<file path="config.mk">
export PLATFORM = sky130hd
export DESIGN_NAME = bus_responder
export DESIGN_NICKNAME = d
export VERILOG_FILES = /design/src/rtl/bus_responder_pkg.sv /design/src/rtl/bus_responder_fifo.sv /design/src/rtl/bus_responder.sv
export SDC_FILE = /design/constraint.sdc
export NUM_CORES = 1
export LEC_CHECK = 0
export ABC_CLOCK_PERIOD_IN_PS = 5430
export BUFFER_PORTS_ARGS = -buffer_cell sky130_fd_sc_hd__buf_2
export CAP_MARGIN = 20
export CORE_MARGIN = 5
export CORE_UTILIZATION = 60
export CTS_CLUSTER_DIAMETER = 100
export DETAILED_ROUTE_END_ITERATION = 12
export GPL_ROUTABILITY_DRIVEN = 0
export PLACE_DENSITY = 0.81
export REMOVE_ABC_BUFFERS = 1
export SLEW_MARGIN = 30
export SYNTH_ARGS = -nofsm -noshare
export SYNTH_HDL_FRONTEND = slang
export SYNTH_SLANG_ARGS = --single-unit
</file>
<file path="constraint.sdc">
create_clock -name clock -period 5.43 [get_ports clock]
set_input_delay 1.086 -clock clock [delete_from_list [all_inputs] [get_ports clock]]
set_output_delay 1.086 -clock clock [all_outputs]
set_load 0.005 [all_outputs]
</file>
<file path="src/rtl/bus_responder_pkg.sv">
// ---------------------------------------------------------------------------
// bus_responder_pkg
// Shared constants for the bus_responder slice: register addresses, STATUS
// bit layout, DROPS saturation value and a helper that packs STATUS.
// ---------------------------------------------------------------------------
package bus_responder_pkg;

  // Register addresses (RAM occupies the top of the 8-bit space)
  localparam logic [7:0] ADDR_TXDATA = 8'h00;
  localparam logic [7:0] ADDR_STATUS = 8'h01;
  localparam logic [7:0] ADDR_TIMER  = 8'h02;
  localparam logic [7:0] ADDR_DROPS  = 8'h03;

  // STATUS layout: bit0 full, bit1 empty, bits[5:2] occupancy, bits[7:6] zero
  localparam int STATUS_FULL_BIT  = 0;
  localparam int STATUS_EMPTY_BIT = 1;
  localparam int STATUS_COUNT_LSB = 2;
  localparam int STATUS_COUNT_W   = 4;

  // DROPS counter sticks at this value instead of wrapping
  localparam logic [7:0] DROPS_MAX = 8'hFF;

  function automatic logic [7:0] pack_status(
    input logic                      full,
    input logic                      empty,
    input logic [STATUS_COUNT_W-1:0] count
  );
    logic [7:0] status;
    status                                    = '0;
    status[STATUS_FULL_BIT]                   = full;
    status[STATUS_EMPTY_BIT]                  = empty;
    status[STATUS_COUNT_LSB +: STATUS_COUNT_W] = count;
    return status;
  endfunction

endpackage

</file>
<file path="src/rtl/bus_responder_fifo.sv">
// ---------------------------------------------------------------------------
// sync_fifo
// Single-clock FIFO with no fall-through: a pushed entry becomes visible on
// the output side on the cycle after the push edge. Pointers wrap modulo
// DEPTH (power of two); occupancy is held in its own counter.
// A push while full is accepted only if a pop happens on the same edge.
//
// Ports:
//   clock      in   rising-edge clock
//   reset      in   asynchronous active-high reset (empties the FIFO)
//   push       in   write request
//   push_data  in   WIDTH-bit data to write
//   pop        in   read request (ignored while empty)
//   pop_data   out  head entry, zero while empty
//   full       out  occupancy == DEPTH
//   empty      out  occupancy == 0
//   count      out  occupancy, clog2(DEPTH)+1 bits
// ---------------------------------------------------------------------------
module sync_fifo #(
  parameter int WIDTH = 8,
  parameter int DEPTH = 4
) (
  input  logic                     clock,
  input  logic                     reset,
  input  logic                     push,
  input  logic [WIDTH-1:0]         push_data,
  input  logic                     pop,
  output logic [WIDTH-1:0]         pop_data,
  output logic                     full,
  output logic                     empty,
  output logic [$clog2(DEPTH):0]   count
);

  localparam int PW = $clog2(DEPTH);
  localparam int CW = PW + 1;

  logic [WIDTH-1:0] fifo_mem [DEPTH];
  logic [PW-1:0]    rd_ptr_reg;
  logic [PW-1:0]    wr_ptr_reg;
  logic [CW-1:0]    count_reg;
  logic             do_push;
  logic             do_pop;

  assign empty   = (count_reg == '0);
  assign full    = (count_reg == CW'(DEPTH));
  assign count   = count_reg;
  assign do_pop  = pop && !empty;
  // When full, the slot under wr_ptr is the head being popped this edge,
  // so overwriting it is safe: the popped value was read before the edge.
  assign do_push = push && (!full || do_pop);

  assign pop_data = empty ? '0 : fifo_mem[rd_ptr_reg];

  always_ff @(posedge clock or posedge reset) begin
    if (reset) begin
      rd_ptr_reg <= '0;
      wr_ptr_reg <= '0;
      count_reg  <= '0;
    end else begin
      if (do_push) wr_ptr_reg <= wr_ptr_reg + PW'(1);
      if (do_pop)  rd_ptr_reg <= rd_ptr_reg + PW'(1);
      case ({do_push, do_pop})
        2'b10:   count_reg <= count_reg + CW'(1);
        2'b01:   count_reg <= count_reg - CW'(1);
        default: count_reg <= count_reg;
      endcase
    end
  end

  // Storage carries no reset; emptiness is defined by count_reg alone.
  always_ff @(posedge clock) begin
    if (do_push) fifo_mem[wr_ptr_reg] <= push_data;
  end

endmodule

</file>
<file path="src/rtl/bus_responder.sv">
// ---------------------------------------------------------------------------
// bus_responder
// Memory-mapped CPU slave: RAM at the top of the 8-bit space, a transmit
// FIFO fed through TXDATA and drained by a ready/valid port, a read-only
// STATUS register, a saturating DROPS counter and an optional free-running
// TIMER. Reads are combinational (zero wait states).
//
// Build option: define BUS_RESPONDER_TIMER_EN to include the TIMER register
// at 0x02; without it 0x02 reads 0x00 and ignores writes.
//
// Ports:
//   clock         in   rising-edge system clock
//   reset         in   asynchronous active-high reset (RAM is not cleared)
//   address       in   CPU byte address
//   write_enable  in   CPU write strobe
//   write_data    in   CPU store data
//   read_data     out  CPU load data (combinational)
//   port_data     out  FIFO head byte, 0x00 when empty
//   port_valid    out  FIFO not empty
//   port_ready    in   consumer accepts port_data
// ---------------------------------------------------------------------------
module bus_responder
  import bus_responder_pkg::*;
#(
  parameter int RAM_BYTES  = 64,
  parameter int FIFO_DEPTH = 4
) (
  input  logic       clock,
  input  logic       reset,
  input  logic [7:0] address,
  input  logic       write_enable,
  input  logic [7:0] write_data,
  output logic [7:0] read_data,
  output logic [7:0] port_data,
  output logic       port_valid,
  input  logic       port_ready
);

  localparam int RAM_AW = (RAM_BYTES > 1) ? $clog2(RAM_BYTES) : 1;
  localparam int CNT_W  = $clog2(FIFO_DEPTH) + 1;

  // ---------------- RAM ----------------
  logic [7:0]        ram_mem [RAM_BYTES];
  logic              ram_hit;
  logic [RAM_AW-1:0] ram_index;

  assign ram_hit   = (9'(address) >= 9'(256 - RAM_BYTES));
  assign ram_index = address[RAM_AW-1:0] & RAM_AW'(RAM_BYTES - 1);

  always_ff @(posedge clock) begin
    if (write_enable && ram_hit) ram_mem[ram_index] <= write_data;
  end

  // ---------------- transmit FIFO ----------------
  logic             fifo_push;
  logic             fifo_pop;
  logic             fifo_full;
  logic             fifo_empty;
  logic [CNT_W-1:0] fifo_count;
  logic             drop;

  assign fifo_push  = write_enable && (address == ADDR_TXDATA);
  assign fifo_pop   = port_valid && port_ready;
  assign port_valid = !fifo_empty;
  assign drop       = fifo_push && fifo_full && !fifo_pop;

  sync_fifo #(
    .WIDTH (8),
    .DEPTH (FIFO_DEPTH)
  ) u_fifo (
    .clock     (clock),
    .reset     (reset),
    .push      (fifo_push),
    .push_data (write_data),
    .pop       (fifo_pop),
    .pop_data  (port_data),
    .full      (fifo_full),
    .empty     (fifo_empty),
    .count     (fifo_count)
  );

  // ---------------- DROPS ----------------
  logic [7:0] drops_reg;

  always_ff @(posedge clock or posedge reset) begin
    if (reset) begin
      drops_reg <= 8'h00;
    end else if (write_enable && (address == ADDR_DROPS)) begin
      // Clear wins over a same-edge drop
      drops_reg <= 8'h00;
    end else if (drop && (drops_reg != DROPS_MAX)) begin
      drops_reg <= drops_reg + 8'h01;
    end
  end

  // ---------------- TIMER ----------------
`ifdef BUS_RESPONDER_TIMER_EN
  logic [7:0] timer_reg;

  always_ff @(posedge clock or posedge reset) begin
    if (reset) begin
      timer_reg <= 8'h00;
    end else if (write_enable && (address == ADDR_TIMER)) begin
      timer_reg <= 8'h00;
    end else begin
      timer_reg <= timer_reg + 8'h01;
    end
  end
`endif

  // ---------------- read mux ----------------
  always_comb begin
    read_data = 8'h00;
    if (ram_hit) begin
      read_data = ram_mem[ram_index];
    end else begin
      case (address)
        ADDR_STATUS: read_data = pack_status(fifo_full, fifo_empty,
                                             STATUS_COUNT_W'(fifo_count));
        ADDR_DROPS:  read_data = drops_reg;
`ifdef BUS_RESPONDER_TIMER_EN
        ADDR_TIMER:  read_data = timer_reg;
`endif
        default:     read_data = 8'h00;
      endcase
    end
  end

endmodule
</file>
* Yosys cells after proc, flatten, opt, wreduce, memory -nomap -nowiden *
Memories as Yosys holds them, arrays and structs flattened.
Index checks and enable logic that the tools add are counted.

storage, ports and cells
  register bits after elaboration = 15
  bits in writable memories = 544
  output and inout bits = 17
  word-level logic and storage cells = 45
  memories kept = 2

memories
  memory           words  bits a word  read ports  clocked after memory_dff  write ports  RTL line                  source
  ram_mem          64     8            1           0                         1            bus_responder.sv:43       logic [7:0] ram_mem [RAM_BYTES];
  u_fifo.fifo_mem  4      8            1           0                         1            bus_responder_fifo.sv:37  logic [WIDTH-1:0] fifo_mem [DEPTH];

cells by class
  add/subtract/negate cells = 5
  order comparisons = 1
  equality and inequality tests = 6
  mux-type cells = 10
  reductions and logical operators = 17

operators with widths
  kind                                                                 number
  8-bit 2-to-1 mux                                                     4
  8-bit one-hot mux with 2 select lines                                1
  1-bit logical AND                                                    9
  8-bit by 1-bit adder with 8-bit output (second input constant)       1
  8-bit by 1-bit == test with 1-bit output (second input constant)     1
  8-bit by 2-bit == test with 1-bit output (second input constant)     1
  8-bit greater-or-equal comparator (second input constant)            1
  8-bit zero test                                                      1
  8-bit inequality test (second input constant)                        1
  3-bit one-hot mux with 2 select lines                                1
  2-bit by 1-bit adder with 2-bit output (second input constant)       2
  1-bit 2-to-1 mux                                                     4
  2-bit nonzero test                                                   2
  3-bit by 1-bit adder with 3-bit output (second input constant)       1
  3-bit == test (second input constant)                                1
  1-bit zero test                                                      3
  3-bit zero test                                                      1
  3-bit by 1-bit subtractor with 3-bit output (second input constant)  1
  2-bit by 1-bit == test with 1-bit output (second input constant)     1
  2-bit == test (second input constant)                                1
  1-bit logical OR                                                     1

* Depth between registers and ports, before layout *
  depth after elaboration = 8
  mapped depth = 12

* By module *
Synthesis repeated with hierarchy kept, for this count alone.

unflattened totals
  cell total of the unflattened synthesis = 1296
  area total of the unflattened synthesis = 22386.5 um2

by module, submodules not included
  module         instances  cells each  area an instance (um2)  seq. area each (um2)
  bus_responder  1          1190        20657.3                 15574.9
  sync_fifo      1          106         1729.2                  1136.1

* Worst setup path before layout *
No wires, ideal clock.

  path kind = input port to output port
  start point = input address[1]
  end point = output read_data[1]
  data arrival time = 2.565 ns
  required time = 4.344 ns
  slack = 1.779 ns
  stages on the path = 9
  buffers on the path = 4
  path through = buf_4 -> buf_6 -> buf_6 -> buf_2 -> a221oi_1 -> a21oi_1 -> a311oi_1 -> o22ai_1 -> o31a_1

on the way
  cells in the longest elaborated chain, start to end = 3
  elaborated cells between the ends (all ways) = 6
  classes of those cells = order compare: 1; eq/ne: 2; mux: 2; memory: 1

ends and longest elaborated chain
  element                                                    RTL line              source
  start: declaration                                         bus_responder.sv:30   input logic [7:0] address,
  branches (longest 2 deep; another with memory 64 x 8 bit)  n/a
  8-bit 2-to-1 mux (*)                                       bus_responder.sv:114  if (ram_hit) begin
  end: declaration                                           bus_responder.sv:33   output logic [7:0] read_data,

Mark *: on every way between the ends.

* Worst setup path in the final report *
  start point = input address[1]
  end point = output read_data[4]

Same word-level chain as after synthesis.

==> results.json <==
{
  "grt_pass1_wl_um": 79300,
  "timing.rr.start": "u_fifo.count[0]$_DFFE_PP0P_",
  "cts_buffer_depth": 3,
  "layout_common_cells": "544 x edfxtp_1, 86 x nor2_1, 76 x mux2i_1",
  "ios": 37,
  "die_area_um2": 40900,
  "min_period_over_period": 0.976,
  "start_kind": "input port",
  "timing.rr.end": "u_fifo.count[2]$_DFFE_PP0P_",
  "relSlewSlack": 0.346,
  "cts_max_level": 2,
  "cp-end-kind": "output pin",
  "worstSetupPathType": "in -> out",
  "cp_data_arrival_time_ns": 4.21,
  "ctsResizeCount": 0,
  "grt_overflow": 0,
  "tns_ns": 0,
  "synth-async-reset-ratio": 0.0268,
  "status": "complete, no violations",
  "slowest_stage": "nor3_1",
  "dp_slack_ns": 0.398,
  "min_period_ns": 5.30,
  "cts_setup_buffers": 0,
  "synthCells": 1241,
  "cp_num_buf_inv": 4,
  "clkLatencyLatePin_ns": 0.60,
  "ys_ff_latch": 559,
  "antenna_found_initial": 0,
  "total_power_w": 0.00905,
  "drtIter0Drc": 1959,
  "yosys_warnings": 0,
  "tightest_slew_ns": 0.978,
  "grt_pass1_vias": 12300,
  "reg2reg_depth": 10,
  "nets": 1323,
  "cpLargestDelayFamily": "compound AO/OA/AOI/OAI gates",
  "via_per_inst": 6.95,
  "path_max_fanout": 20,
  "wl_per_cell_um": 29.4,
  "maxCapViolCount": 0,
  "synth_flop_cell": "edfxtp_1",
  "detail-route-antenna-nets": 0,
  "powerDensity_nw_per_um2": 368,
  "die_x_um": 202,
  "vdd_drop_max_v": 0.000261,
  "cts_sinks": 559,
  "worstPathRequired_ns": 4.34,
  "grt_max_degree": 69,
  "synth_cell_types": 60,
  "path_common_cell": "buf_2",
  "initial_core_util": 0.607,
  "fmax_ghz": 0.189,
  "hold_viol": 0,
  "ys_seq_area_frac": 0.754,
  "slew_violations": 0,
  "finalSetupViolCount": 0,
  "layout_commonest_cell": "edfxtp_1",
  "vias": 12600,
  "dp_hpwl_um": 32100,
  "hold_buffers": 0,
  "cts.clk_slew.worst_paths_ns": 0.06,
  "wirelength_um": 53200,
  "leakagePower_nw": 8.02,
  "cp_cell_sequence": "buf_2, buf_4, inv_2, a221o_1, a222oi_1, nor2_1, nor3_1, a31oi_1, buf_2",
  "skew_ns": 0.00514,
  "numCtsBuffers": 53,
  "synth-edff-count": 544,
  "syn_avg_cell_area_um2": 17.9,
  "tritoncts": "yes",
  "cts_root_buf": "clkbuf_16",
  "hp-class": "in -> async",
  "rsz0062_at_grt": "false",
  "grt_usage": 0.258,
  "reg2reg_slack_ns": 3.11,
  "drive_gt1_frac": 0.176,
  "core_area_um2": 36500,
  "largest_register_ffs": 512,
  "syn_area_um2": 22200,
  "area_delta_synth_final_pct": 11.0,
  "setup_ws_ns": 0.130,
  "fin_hold_ws_ns": 0.546,
  "first_pass_iters": 5,
  "num_rows": 70,
  "drc_errors": 0,
  "slowest_delay_ns": 0.60,
  "die_h_um": 202,
  "port_buffers": 36
}
[kinds of logic after synthesis]
kind of cell	synth area share
compound gates	0.0776
xor+xnor	0.00514
fa+ha+maj	0.00429
buf+inv	0.0207
flops	0.754
mux	0.0958
simple gates	0.0428
[per-stage QoR]
| stage | utilization | instances | cell area [um2] |
|---|---|---|---|
| after floorplan | - | 1161 | 21800 |
| after global placement | 0.627 | 1709 | 22900 |
| after detailed placement | 0.628 | 1709 | 22900 |
| after CTS | 0.674 | 1808 | 24600 |
| after global routing | 0.674 | 1808 | 24600 |
| final | 0.674 | 1809 | 24600 |
[synth_stat cells (3+ instances only)]
| master | number | area, um2 |
|---|---|---|
| buf_6 | 5 | 56.3 |
| buf_1 | 3 | 11.3 |
| buf_2 | 27 | 135 |
| buf_4 | 13 | 97.6 |
| mux4_2 | 51 | 1150 |
| mux2_2 | 19 | 214 |
| dfrtp_1 | 15 | 375 |
| mux2i_1 | 76 | 761 |
| a221oi_1 | 34 | 298 |
| nand3_1 | 10 | 50.1 |
| a22oi_1 | 18 | 135 |
| a22o_1 | 7 | 61.3 |
| nor2b_1 | 6 | 37.5 |
| xnor2_1 | 5 | 43.8 |
| nor2_1 | 87 | 327 |
| o21a_1 | 7 | 52.6 |
| ha_1 | 6 | 75.1 |
| o22ai_1 | 37 | 231 |
| a221o_1 | 42 | 420 |
| nand4_1 | 5 | 31.3 |
| nand2b_1 | 3 | 18.8 |
| o21ai_0 | 17 | 85.1 |
| nor3_1 | 10 | 50.1 |
| a21oi_1 | 39 | 195 |
| and3_1 | 3 | 18.8 |
| nand3b_1 | 3 | 22.5 |
| o22a_1 | 8 | 70.1 |
| clkbuf_1 | 32 | 120 |
| and2_1 | 18 | 113 |
| a31oi_1 | 5 | 31.3 |
| nor3b_1 | 3 | 22.5 |
| edfxtp_1 | 544 | 16300 |
| nor4_1 | 3 | 18.8 |
| inv_1 | 8 | 30.0 |
| or2_2 | 3 | 18.8 |
| xor2_1 | 8 | 70.1 |
| nand2_1 | 29 | 109 |
[final cells by class]
cell class / count / area (um2)
Clock buffer: 78 / 1490
Antenna cell: 1 / 2.50
Inverter: 10 / 37.5
Tap cell: 468 / 586
Timing Repair Buffer: 80 / 572
Clock inverter: 21 / 188
Sequential cell: 559 / 16700
Fill cell: 2272 / 11900
Multi-Input combinational cell: 592 / 5010
[power breakdown]
part           switching [W]  internal, W  total, W
clock network        0.00153      0.00205   0.00358
logic               0.000380     0.000272  0.000652
registers          0.0000588      0.00476   0.00482
[routing by layer]
| layer | GRT usage | part of all wire | vias to the layer above |
|---|---|---|---|
| met4 | 0.109 | 0.047 | 0 |
| met3 | 0.0501 | 0.11 | 176 |
| met1 | 0.367 | 0.37 | 6290 |
| met5 | 0 | 0 | - |
| met2 | 0.401 | 0.47 | 949 |
| li1 | - | - | 5162 |
[worst max path at each step]
stage / from / end / depth (start not counted)
after floorplan: address[0] / read_data[0] / 5
after global placement: address[1] / read_data[4] / 9
after detailed placement: address[1] / read_data[4] / 9
after CTS: address[1] / read_data[4] / 9
after global routing: address[1] / read_data[4] / 9
final: address[1] / read_data[4] / 9
Note: power is estimated with default switching activity, not from simulation.
